## src/rtl/bus_cycle_gen.sv

```systemverilog
// bus_cycle_gen
//   Turns a single-cycle transfer request from the core into an 8085-style
//   multiplexed-bus machine cycle: T1 (address on AD, ale high), T2, optional
//   TW wait states while ready is low, T3, then back to idle with a done pulse.
//   A run of WAITMAX consecutive wait edges with ready low aborts the cycle and
//   pulses err instead. Every output is a register.
//
// Ports
//   clk, rst               clock, synchronous active-high reset
//   req, req_wr, req_io    request strobe, write/read select, io/memory select
//   req_addr, req_wdata    transfer address and write data (captured with req)
//   busy, done, err        cycle in progress, completion pulse, abort pulse
//   rdata                  last completed read data
//   ready                  external wait control (low inserts TW)
//   ale, io_m, rd_n, wr_n  bus control pins
//   a_hi                   high address byte, held for the whole cycle
//   ad_out, ad_oe, ad_in   multiplexed AD bus drive value, enable, sampled value

module bus_cycle_gen #(
    parameter int WAITMAX = 15
) (
    input  logic        clk,
    input  logic        rst,
    input  logic        req,
    input  logic        req_wr,
    input  logic        req_io,
    input  logic [15:0] req_addr,
    input  logic [7:0]  req_wdata,
    output logic        busy,
    output logic        done,
    output logic        err,
    output logic [7:0]  rdata,
    input  logic        ready,
    output logic        ale,
    output logic        io_m,
    output logic        rd_n,
    output logic        wr_n,
    output logic [7:0]  a_hi,
    output logic [7:0]  ad_out,
    output logic        ad_oe,
    input  logic [7:0]  ad_in
);

    localparam logic [7:0] WMAX = 8'(WAITMAX);

    typedef enum logic [2:0] {S_IDLE, S_T1, S_T2, S_TW, S_T3} state_t;

    state_t     state, state_nx;
    logic       wr_q, wr_nx;
    logic [7:0] wdata_q, wdata_nx;
    logic [7:0] wcnt, wcnt_nx;
    logic [7:0] wcnt_inc;

    logic       busy_nx, done_nx, err_nx, ale_nx, io_m_nx, rd_n_nx, wr_n_nx, ad_oe_nx;
    logic [7:0] rdata_nx, a_hi_nx, ad_out_nx;

    assign wcnt_inc = wcnt + 8'd1;

    always_ff @(posedge clk) begin
        if (rst) begin
            state   <= S_IDLE;
            wr_q    <= 1'b0;
            wdata_q <= 8'h00;
            wcnt    <= 8'h00;
            busy    <= 1'b0;
            done    <= 1'b0;
            err     <= 1'b0;
            rdata   <= 8'h00;
            ale     <= 1'b0;
            io_m    <= 1'b0;
            rd_n    <= 1'b1;
            wr_n    <= 1'b1;
            a_hi    <= 8'h00;
            ad_out  <= 8'h00;
            ad_oe   <= 1'b0;
        end else begin
            state   <= state_nx;
            wr_q    <= wr_nx;
            wdata_q <= wdata_nx;
            wcnt    <= wcnt_nx;
            busy    <= busy_nx;
            done    <= done_nx;
            err     <= err_nx;
            rdata   <= rdata_nx;
            ale     <= ale_nx;
            io_m    <= io_m_nx;
            rd_n    <= rd_n_nx;
            wr_n    <= wr_n_nx;
            a_hi    <= a_hi_nx;
            ad_out  <= ad_out_nx;
            ad_oe   <= ad_oe_nx;
        end
    end

    // Next-state logic also computes the next value of every output, so the
    // registered outputs line up with the state they describe.
    always_comb begin
        state_nx  = state;
        wr_nx     = wr_q;
        wdata_nx  = wdata_q;
        wcnt_nx   = wcnt;
        busy_nx   = busy;
        done_nx   = 1'b0;
        err_nx    = 1'b0;
        rdata_nx  = rdata;
        ale_nx    = ale;
        io_m_nx   = io_m;
        rd_n_nx   = rd_n;
        wr_n_nx   = wr_n;
        a_hi_nx   = a_hi;
        ad_out_nx = ad_out;
        ad_oe_nx  = ad_oe;

        case (state)
            S_IDLE: begin
                if (req) begin
                    state_nx  = S_T1;
                    wr_nx     = req_wr;
                    wdata_nx  = req_wdata;
                    busy_nx   = 1'b1;
                    ale_nx    = 1'b1;
                    io_m_nx   = req_io;
                    a_hi_nx   = req_addr[15:8];
                    ad_out_nx = req_addr[7:0];
                    ad_oe_nx  = 1'b1;
                end
            end
            S_T1: begin
                // Bus turnaround happens here: reads release AD as the strobe
                // falls, writes swap the address for the write data.
                state_nx = S_T2;
                ale_nx   = 1'b0;
                if (wr_q) begin
                    wr_n_nx   = 1'b0;
                    ad_out_nx = wdata_q;
                    ad_oe_nx  = 1'b1;
                end else begin
                    rd_n_nx  = 1'b0;
                    ad_oe_nx = 1'b0;
                end
            end
            S_T2: begin
                if (ready) begin
                    state_nx = S_T3;
                end else begin
                    state_nx = S_TW;
                    wcnt_nx  = 8'h00;
                end
            end
            S_TW: begin
                wcnt_nx = wcnt_inc;
                // ready takes priority over the abort on the final wait edge
                if (ready) begin
                    state_nx = S_T3;
                end else if (wcnt_inc == WMAX) begin
                    state_nx = S_IDLE;
                    err_nx   = 1'b1;
                    busy_nx  = 1'b0;
                    rd_n_nx  = 1'b1;
                    wr_n_nx  = 1'b1;
                    ad_oe_nx = 1'b0;
                end
            end
            S_T3: begin
                state_nx = S_IDLE;
                done_nx  = 1'b1;
                busy_nx  = 1'b0;
                rd_n_nx  = 1'b1;
                wr_n_nx  = 1'b1;
                ad_oe_nx = 1'b0;
                if (!wr_q) rdata_nx = ad_in;
            end
            default: state_nx = S_IDLE;
        endcase
    end

endmodule

```

## config.mk

```make
export PLATFORM = sky130hd
export DESIGN_NAME = bus_cycle_gen
export DESIGN_NICKNAME = d
export VERILOG_FILES = /design/src/rtl/bus_cycle_gen.sv
export SDC_FILE = /design/constraint.sdc
export NUM_CORES = 1
export LEC_CHECK = 0
export BUFFER_PORTS_ARGS = -buffer_cell sky130_fd_sc_hd__buf_2
export CAP_MARGIN = 20
export CORE_MARGIN = 2
export CORE_UTILIZATION = 35
export CTS_CLUSTER_SIZE = 14
export DETAILED_ROUTE_END_ITERATION = 7
export SYNTH_ARGS = -nofsm -noshare
export SYNTH_HDL_FRONTEND = slang
export SYNTH_SLANG_ARGS = --single-unit
```

## constraint.sdc

```tcl
create_clock -name clk -period 5.2 [get_ports clk]
set_input_delay 0.26 -clock clk [delete_from_list [all_inputs] [get_ports clk]]
set_output_delay 0.26 -clock clk [all_outputs]
set_load 0.01 [all_outputs]
```

Word level (Yosys, flattened, before mapping)

Index checks and enable logic that the tools add are counted.

Reduce and logical (&&, ||, !) cells: 17
Magnitude comparators: 0
Equality and inequality tests: 12
Mux-type cells: 25
Add/sub/neg operators: 1
Divide/modulo/power cells: 0
Shifts and indexed selects: 0
$mul: 0
Bitwise operators: 2

Operators by type and width:

| operator            | count |
|---|---|
| $pmux 8 s2          | 2 |
| $mux 8              | 3 |
| $reduce_and 4->1    | 4 |
| $mux 3              | 4 |
| $ne 2x2->1 const B  | 6 |
| $pmux 3 s4          | 1 |
| $mux 1              | 10 |
| $reduce_and 2->1    | 5 |
| $pmux 1 s3          | 3 |
| $add 8x1->8 const B | 1 |
| $eq 8x4->1 const B  | 1 |
| $eq 3x2->1 const B  | 2 |
| $reduce_bool 3->1   | 2 |
| $pmux 1 s4          | 1 |
| $reduce_bool 2->1   | 2 |
| $reduce_bool 4->1   | 1 |
| $eq 3x1->1 const B  | 1 |
| $eq 3x3->1 const B  | 1 |
| $logic_not 3->1     | 1 |
| $ne 3x3->1 const B  | 1 |
| $reduce_and 3->1    | 1 |
| $reduce_or 3->1     | 1 |
| $not 1->1           | 2 |
| $pmux 1 s2          | 1 |

RAM bits: 0
ROM bits: 0
Latch bits: 0
Input port bits: 38
Memories: 0
Output and inout port bits: 32
Logic and storage cells: 72
Register bits after elaboration: 52

Depth between registers and ports, before layout

Gate-level depths: netlist of run 1.

Depth in word-level cells: 5
Depth in mapped cells: 7
Mapped depth without buffers: 6

Worst setup path after synthesis of run 1

Ideal clock, no wire load.

Path type: register -> register
From: register wcnt[0]
To: register busy
Arrival: 1.635 ns
Clock period less this slack: 1.750 ns
Path slack: 3.450 ns
Setup time: 0.116 ns
Required time: 5.084 ns
Path buffers: 0
Stages on the path, launching flop included: 7
Path through: dfxtp_1 > ha_1 > xor2_1 > nand3b_1 > nor4_1 > nand3_1 > and3b_1

Cells in the longest elaborated chain, start to end: 4

RTL lines:

| item                       | RTL line | RTL |
|---|---|---|
| from (decl)                | 51       | `logic [7:0] wcnt, wcnt_nx;` |
| from (signal assigned)     | 80       | `wcnt <= wcnt_nx;` |
| $add 8x1->8                | 57       | `assign wcnt_inc = wcnt + 8'd1;` |
| $eq 8x4->1                 | 155      | `end else if (wcnt_inc == WMAX) begin` |
| $ne 2x2->1 (no line)       | --       |  |
| $reduce_and 4->1 (no line) | --       |  |
| to (signal assigned)       | 81       | `busy <= busy_nx;` |
| to (decl)                  | 29       | `output logic busy,` |

No other way between the ends.
A chain may end at the register's enable or synchronous reset.

Worst setup path in the final report of run 1

From: register state[0]
To: register ad_out[2]

Cells in the longest elaborated chain, start to end: 3
Elaborated cells on any way between the ends: 7
Classes of those cells: 3 x eq/ne; 1 x mux; 3 x reduce/logical

RTL lines:

| item                                                      | RTL line | RTL |
|---|---|---|
| from (decl)                                               | 48       | `state_t state, state_nx;` |
| from (signal assigned)                                    | 77       | `state <= state_nx;` |
| $eq 3x1->1 or $logic_not 3->1 (tied branches)             | 114      | `case (state)` |
| $ne 2x2->1 (no line) or $reduce_bool 2->1 (tied branches) | --       |  |
| $reduce_and 3->1 (no line)                                | --       |  |
| to (signal assigned)                                      | 90       | `ad_out <= ad_out_nx;` |
| to (decl)                                                 | 39       | `output logic [7:0] ad_out,` |

Several ways; a longest one is shown, not always the timed one.

==> results of run 1 <==
## Yosys cell counts
master,number,share of area (%)
a2111oi_2,1,0.70
a21oi_1,47,11
a2bb2oi_1,1,0.41
a311oi_1,1,0.41
a31o_2,1,0.41
a31oi_1,1,0.29
a32oi_1,2,0.82
and3_1,2,0.59
and3b_1,1,0.41
buf_1,1,0.18
buf_2,3,0.70
clkbuf_1,11,1.9
dfxtp_1,52,49
ha_1,2,1.2
inv_1,4,0.70
mux2i_1,9,4.2
nand2_1,60,11
nand2b_1,1,0.29
nand3_1,4,0.94
nand3_2,1,0.47
nand3b_1,1,0.35
nand4b_1,1,0.41
nor2_1,34,6.0
nor2_2,1,0.29
nor2b_1,2,0.59
nor3_1,1,0.23
nor3_4,1,0.76
nor3b_1,2,0.70
nor4_1,1,0.29
o21a_1,2,0.70
o21ai_0,6,1.4
o21ai_1,1,0.23
or2_2,1,0.29
or3_1,4,1.2
xnor2_1,2,0.82
xor2_1,2,0.82
## final cells by class
class                   count  area share, %
clock buffers               6           2.78
clock inverters             2          0.624
inverters                   4          0.576
multi-input cells         196           39.3
flip-flops and latches     52           39.9
well taps                  75           3.60
repair buffers             69           13.2
## final timing paths
kind	startpoint	endpoint	slack, ns
hold / removal	ad_in[5]	rdata[5]	0.18
setup reg to reg	state[0]	ad_out[2]	3.11
hold reg to reg	rdata[5]	rdata[5]	0.45
setup / recovery	state[0]	ad_out[2]	3.11
## worst max-delay path, delay by kind of cell (launching register included)
| family | cells | cell delay, ns |
|---|---|---|
| flip-flops | 1 | 0.56 |
| AND/OR/NAND/NOR | 3 | 0.98 |
| multiplexers | 1 | 0.27 |
| AO/OA/AOI/OAI | 1 | 0.14 |
## registers in the layout, summed over array words and instances (netlist names), 3 cells and up
signal,flops
wcnt,8
a_hi,8
ad_out,8
rdata,8
state,3
wdata_q,8
## power by group through the flow
stage / logic (µW) / clock network [µW] / registers (µW)
finish: 121 / 227 / 438
global route: 138 / 256 / 442
CTS: 123 / 240 / 438
detailed placement: 123 / 0 / 447
global placement: 120 / 0 / 447
floorplan: 73.3 / 0 / 451
## layer usage
| layer | up-vias | GRT usage (%) |
|---|---|---|
| met3 | 2 | 5.11 |
| met5 | - | 0 |
| li1 | 1017 | - |
| met1 | 845 | 19.4 |
| met4 | 0 | 4.00 |
| met2 | 50 | 23.6 |
## cells in the final DEF, fill, tap and decap left out, drive strengths merged
cell and count:
ha 2, and3b 1, nand3b 1, a2bb2oi 1, buf 69, or3 4, nor4 1, o21a 2
a2111oi 1, or2 1, clkinvlp 1, inv 4, nand4b 1, mux2i 9, xnor2 2, nand2b 1
a21oi 47, dfxtp 52, o21ai 7, nor3b 2, a31oi 1, a32oi 2, clkinv 1, a311oi 1
clkbuf 6, a31o 1, and3 2, nor2 35, nor2b 2, nand2 60, xor2 2, nand3 5
nor3 2
## logic make-up after synthesis
kind of cell    synth area share (%)
mux                             4.22
xor+xnor                        1.64
fa+ha+maj                       1.17
compound gates                  16.4
flops                           48.7
simple gates                    24.3
buf+inv                         3.51
## stage by stage
stage / utilization [%] / cell area (µm²)
5_1_grt: 44.1 / 2610
6_report: 44.1 / 2610
3_3_place_gp: 42.6 / 2520
4_1_cts: 44.1 / 2610
3_5_place_dp: 42.6 / 2520
2_1_floorplan: - / 2140
==> results.yml, run 1 <==
global_route:
  grt_overflow: 0
  grt_pass1_vias: 1673
  grt.total_usage_pct: 14.9
  antenna_found_initial: 0
  grt_pass1_wl_mm: 7.71
  grt_max_degree: 52
final_layout:
  nNetsFinal: 368
  regArea_um2: 1040
  multiInputGateArea_um2: 1020
  diodes: 0
  drive_above_1_share_pct: 25.2
  syn2layout_area_growth_pct: 22.1
  fin_cells: 404
  fill_cells: 596
worst_setup_path:
  path_cells: "nor3b_2, mux2i_1, nor2_1, a21oi_1, nor2_1"
  criticalPathCategory: "reg -> reg"
  critPathMaxFanout: 13
  cpMaxStageDelayCell: "nor3b_2"
  r2r_cells: 5
  cp-end-kind: "flop"
  cp_common_cell: "nor2_1"
  critPathLaunchType: "flop"
  cp_slowest_stage_delay_ns: 0.88
  critPathRequiredTime_ns: 5.36
  cp.arrival_ns: 2.25
clock_network:
  ctsRootBufferMaster: "clkbuf_8"
  cts.clk_slew.worst_paths_ns: 0.09
  insertion_delay_ns: 0.30
  cts_resized: 0
  cts_hold_buf: 0
  htree_levels: 2
  numCtsBuffers: 5
  clock_path_buffers: 2
  cts.sinks: 52
  cts_setup_buffers: 0
  cts_tree: "done"
detailed_routing:
  drt-initial-drc-count: 151
  routed_wl_mm: 4.89
  drtAntennaViolNets: 0
  via_per_inst: 4.74
  vias: 1914
  firstDrtPassIters: 4
  met2WireLength_mm: 2.24
  wl_per_cell_um: 12.1
  drc: 0
  met1_length_mm: 2.27
  wl_met3_um: 354
  routed.top_layer: "met4"
yosys:
  syn-num-nets: 307
  syn_inst: 267
  syn_area_um2: 2140
  yosysUniqueCellTypes: 36
  yosys_warnings: 0
  syn_area_per_cell_um2: 8.00
  ys_ff_latch: 52
  ys_seq_area_share_pct: 48.7
sta:
  hold_viol: 0
  tightest_slew_ns: 1.00
  finalWorstSetupSlack_ns: 3.11
  slew_viol_final: 0
  period_share_pct: 40.3
  period_needed_ns: 2.09
  hold_ws_ns: 0.184
  maxSlewHeadroom_pct: 33.0
  setup_violations: 0
  rsz0062_at_grt: "no"
  fmax_ghz: 0.478
  tns_ns: 0
  finClkSkew_ns: 0.00379
power:
  switchingPower_uw: 218
  power_uw: 785
  peakVddDrop_mv: 0.144
  pwr-share-comb_pct: 15.4
  power.clock.fraction_pct: 28.9
  leakage_uw: 0.00113
  switching_share_pct: 27.8
  seqPwrFrac_pct: 55.7
  p_int_uw: 567
  powerDensity_nw_per_um2: 301
place:
  preCtsSetupSlack_ns: 3.11
  globalplace.congestion: 0.804
  place_inst: 396
  dp.final_hpwl_mm: 3.35
  portBuffers: 69
flow_run:
  cap_violations: 0
die:
  boundaryPins: 70
  dieWidth_um: 82.1
  coreArea_um2: 5920
  die-area_um2: 6740
  fp.dieH_um: 82.1
  fp-row-count: 28
  initial_core_util_pct: 36.1
min_path:
  hold_class: "in -> reg"
  min_path_cells: 3
outcome:
  status: "complete, no violations"
Power figures use the tool's default switching activity.
==> inputs of run 2 (changes only) <==
- ABC_AREA: not set -> 1
- clock period: 5.2 -> 1.8 ns (I/O delays scaled with it)
==> results.yml, run 2 <==
sta:
  tightest_slew_ns: 0.540
  finalWorstSetupSlack_ns: 0.224
  setup_violations: 0
  rsz0062_at_grt: "no"
  finClkSkew_ns: 0.0101
  hold_viol: 0
  slew_viol_final: 0
  fmax_ghz: 0.635
  maxSlewHeadroom_pct: 63.7
  period_needed_ns: 1.58
  hold_ws_ns: 0.0191
  period_share_pct: 87.5
  tns_ns: 0
power:
  switching_share_pct: 29.4
  seqPwrFrac_pct: 48.2
  peakVddDrop_mv: 0.385
  pwr-share-comb_pct: 21.3
  power.clock.fraction_pct: 30.5
  powerDensity_nw_per_um2: 1000
  switchingPower_uw: 813
  p_int_uw: 1950
  leakage_uw: 0.00122
worst_setup_path:
  worstReg2RegStart: "wcnt[1]"
  critPathLaunchType: "flop"
  crit_buf_inv: 0
  cp_slowest_stage_delay_ns: 0.38
  criticalPathCategory: "reg -> reg"
  path_delay_family: "simple AND/OR/NAND/NOR gates"
  path_cells: "ha_2, nand3_1, nand2_1, nand3_1, nor2_4, nand3_2, nand2_2, nand3_1, nand2_1, nand2_1"
  critPathMaxFanout: 5
  cp.arrival_ns: 1.79
  critPathRequiredTime_ns: 2.01
  cp-end-kind: "flop"
  cpMaxStageDelayCell: "dfxtp_2"
  r2r_end: "rd_n"
  rrSetupSlack_ns: 0.22
  worstSetupStartpoint: "wcnt[1]"
  r2r_cells: 10
detailed_routing:
  drtAntennaViolNets: 0
  firstDrtPassIters: 5
  drc: 0
  vias: 2059
  wl_per_cell_um: 11.4
  drt-initial-drc-count: 87
  routed_wl_mm: 5.05
  via_per_inst: 4.64
yosys:
  syn-num-nets: 340
  synth-edff-count: 0
  synth.most_common_cell: "nand2_1"
  yosysUniqueCellTypes: 27
  ys.flop_type: "dfxtp_1"
  ys_ff_latch: 52
  ys_seq_area_share_pct: 47.0
  yosys-top-cells-area: "dfxtp_1 (47%), nand2_1 (15%), a21oi_1 (8.6%)"
  syn_area_per_cell_um2: 7.38
  syn_inst: 300
  syn_area_um2: 2210
  synth_common_cells: "nand2_1 (88), dfxtp_1 (52), a21oi_1 (38)"
  synth_top_area_share_pct: 47.0
  yosys_warnings: 0
  post-synth-top-area-cell: "dfxtp_1"
  synthArstFlopShare_pct: 0
global_route:
  grt_pass1_wl_mm: 8.70
  grt.total_usage_pct: 15.0
  antenna_found_initial: 0
  grt_overflow: 0
  grt_max_degree: 31
  grt_pass1_vias: 1904
place:
  preCtsSetupSlack_ns: 0.183
  dp.final_hpwl_mm: 3.56
  globalplace.congestion: 0.802
  portBuffers: 69
final_layout:
  fill_cells: 643
  drive_above_1_share_pct: 28.5
  layout_commonest_cell: "nand2_1"
  final_cell_mix: "nand2_1 (88), buf_2 (69), dfxtp_1 (51), a21oi_1 (38), inv_1 (24)"
  diodes: 0
  syn2layout_area_growth_pct: 24.5
  nNetsFinal: 408
die:
  coreArea_um2: 6030
  dieWidth_um: 83.5
  fp.dieH_um: 83.5
  boundaryPins: 70
  initial_core_util_pct: 36.7
  fp-row-count: 28
  die-area_um2: 6980
flow_run:
  cap_violations: 0
clock_network:
  htree_levels: 2
  insertion_delay_ns: 0.30
  cts_tree: "done"
  ctsRootBufferMaster: "clkbuf_8"
  numCtsBuffers: 5
  cts.sinks: 52
  cts.clk_slew.worst_paths_ns: 0.10
  clock_path_buffers: 2
min_path:
  hp-start: "req_wdata[4]"
  min_path_cells: 3
  hold_class: "in -> reg"
  min_to: "wdata_q[4]"
outcome:
  status: "complete, no violations"
## run 2: area by class of cell
type,instances,area [µm²],area share [%]
clock buffer,6,82.6,3.00
clock inverter,2,38.8,1.41
inverter,28,105,3.81
multi-input combinational,207,1010,36.6
sequential,52,1040,37.8
tap,75,93.8,3.40
timing repair buffer,74,385,14.0
## run 2: through the flow
| stage | cell area [µm²] | total power, µW | utilization, % | instances |
|---|---|---|---|---|
| finish | 2760 | 2760 | 45.7 | 444 |
| CTS | 2750 | 2790 | 45.6 | 444 |
| floorplan | 2210 | 1750 | - | 300 |
| global placement | 2610 | 1930 | 43.4 | 435 |
| global route | 2760 | 2950 | 45.7 | 444 |
| detailed placement | 2610 | 1940 | 43.4 | 435 |
## run 2: routing by layer
metal  global-route usage [%]  part of all wire (%)
met1                     19.9                    47
met2                     24.0                    45
met3                     5.04                   7.0
met4                     3.08                  0.73
met5                        0                     0
## run 2: repair_timing
action,CTS,global route
setup endpoints to repair,0,6
setup buffers,0,0
endpoints found under the hold margin,1,0
hold buffers,1,0
gates resized for setup,0,3
## run 2: worst max path at each step
stage                        to  depth (start not counted)
after floorplan            rd_n                         10
after global placement    ad_oe                         10
after detailed placement  ad_oe                         10
after CTS                 ad_oe                         10
after global routing       rd_n                         10
final                      rd_n                         10
## run 2: cells by family (layout without fill, tap and decap cells)
family          after synthesis  count (layout)  synth area share [%]
flops                        52              52                  47.0
fa+ha+maj                     2               2                  1.13
buf+inv                      41             110                  7.86
simple gates                137             137                  27.8
compound gates               68              68                  16.2
## run 2: worst register-to-register path, stage by stage (launching register included)
cell and delay (ns):
dfxtp_2 0.38, ha_2 0.22, nand3_1 0.12, nand2_1 0.11, nand3_1 0.12, nor2_4 0.13
nand3_2 0.10, nand2_2 0.10, nand3_1 0.10, nand2_1 0.07, nand2_1 0.05
## run 2: power by group through the flow
stage | Clock, µW | Sequential [µW] | Combinational (µW)
2_1_floorplan | 0 | 1390 | 351
3_3_place_gp | 0 | 1360 | 575
3_5_place_dp | 0 | 1360 | 584
4_1_cts | 870 | 1330 | 588
5_1_grt | 926 | 1350 | 673
6_report | 843 | 1330 | 588
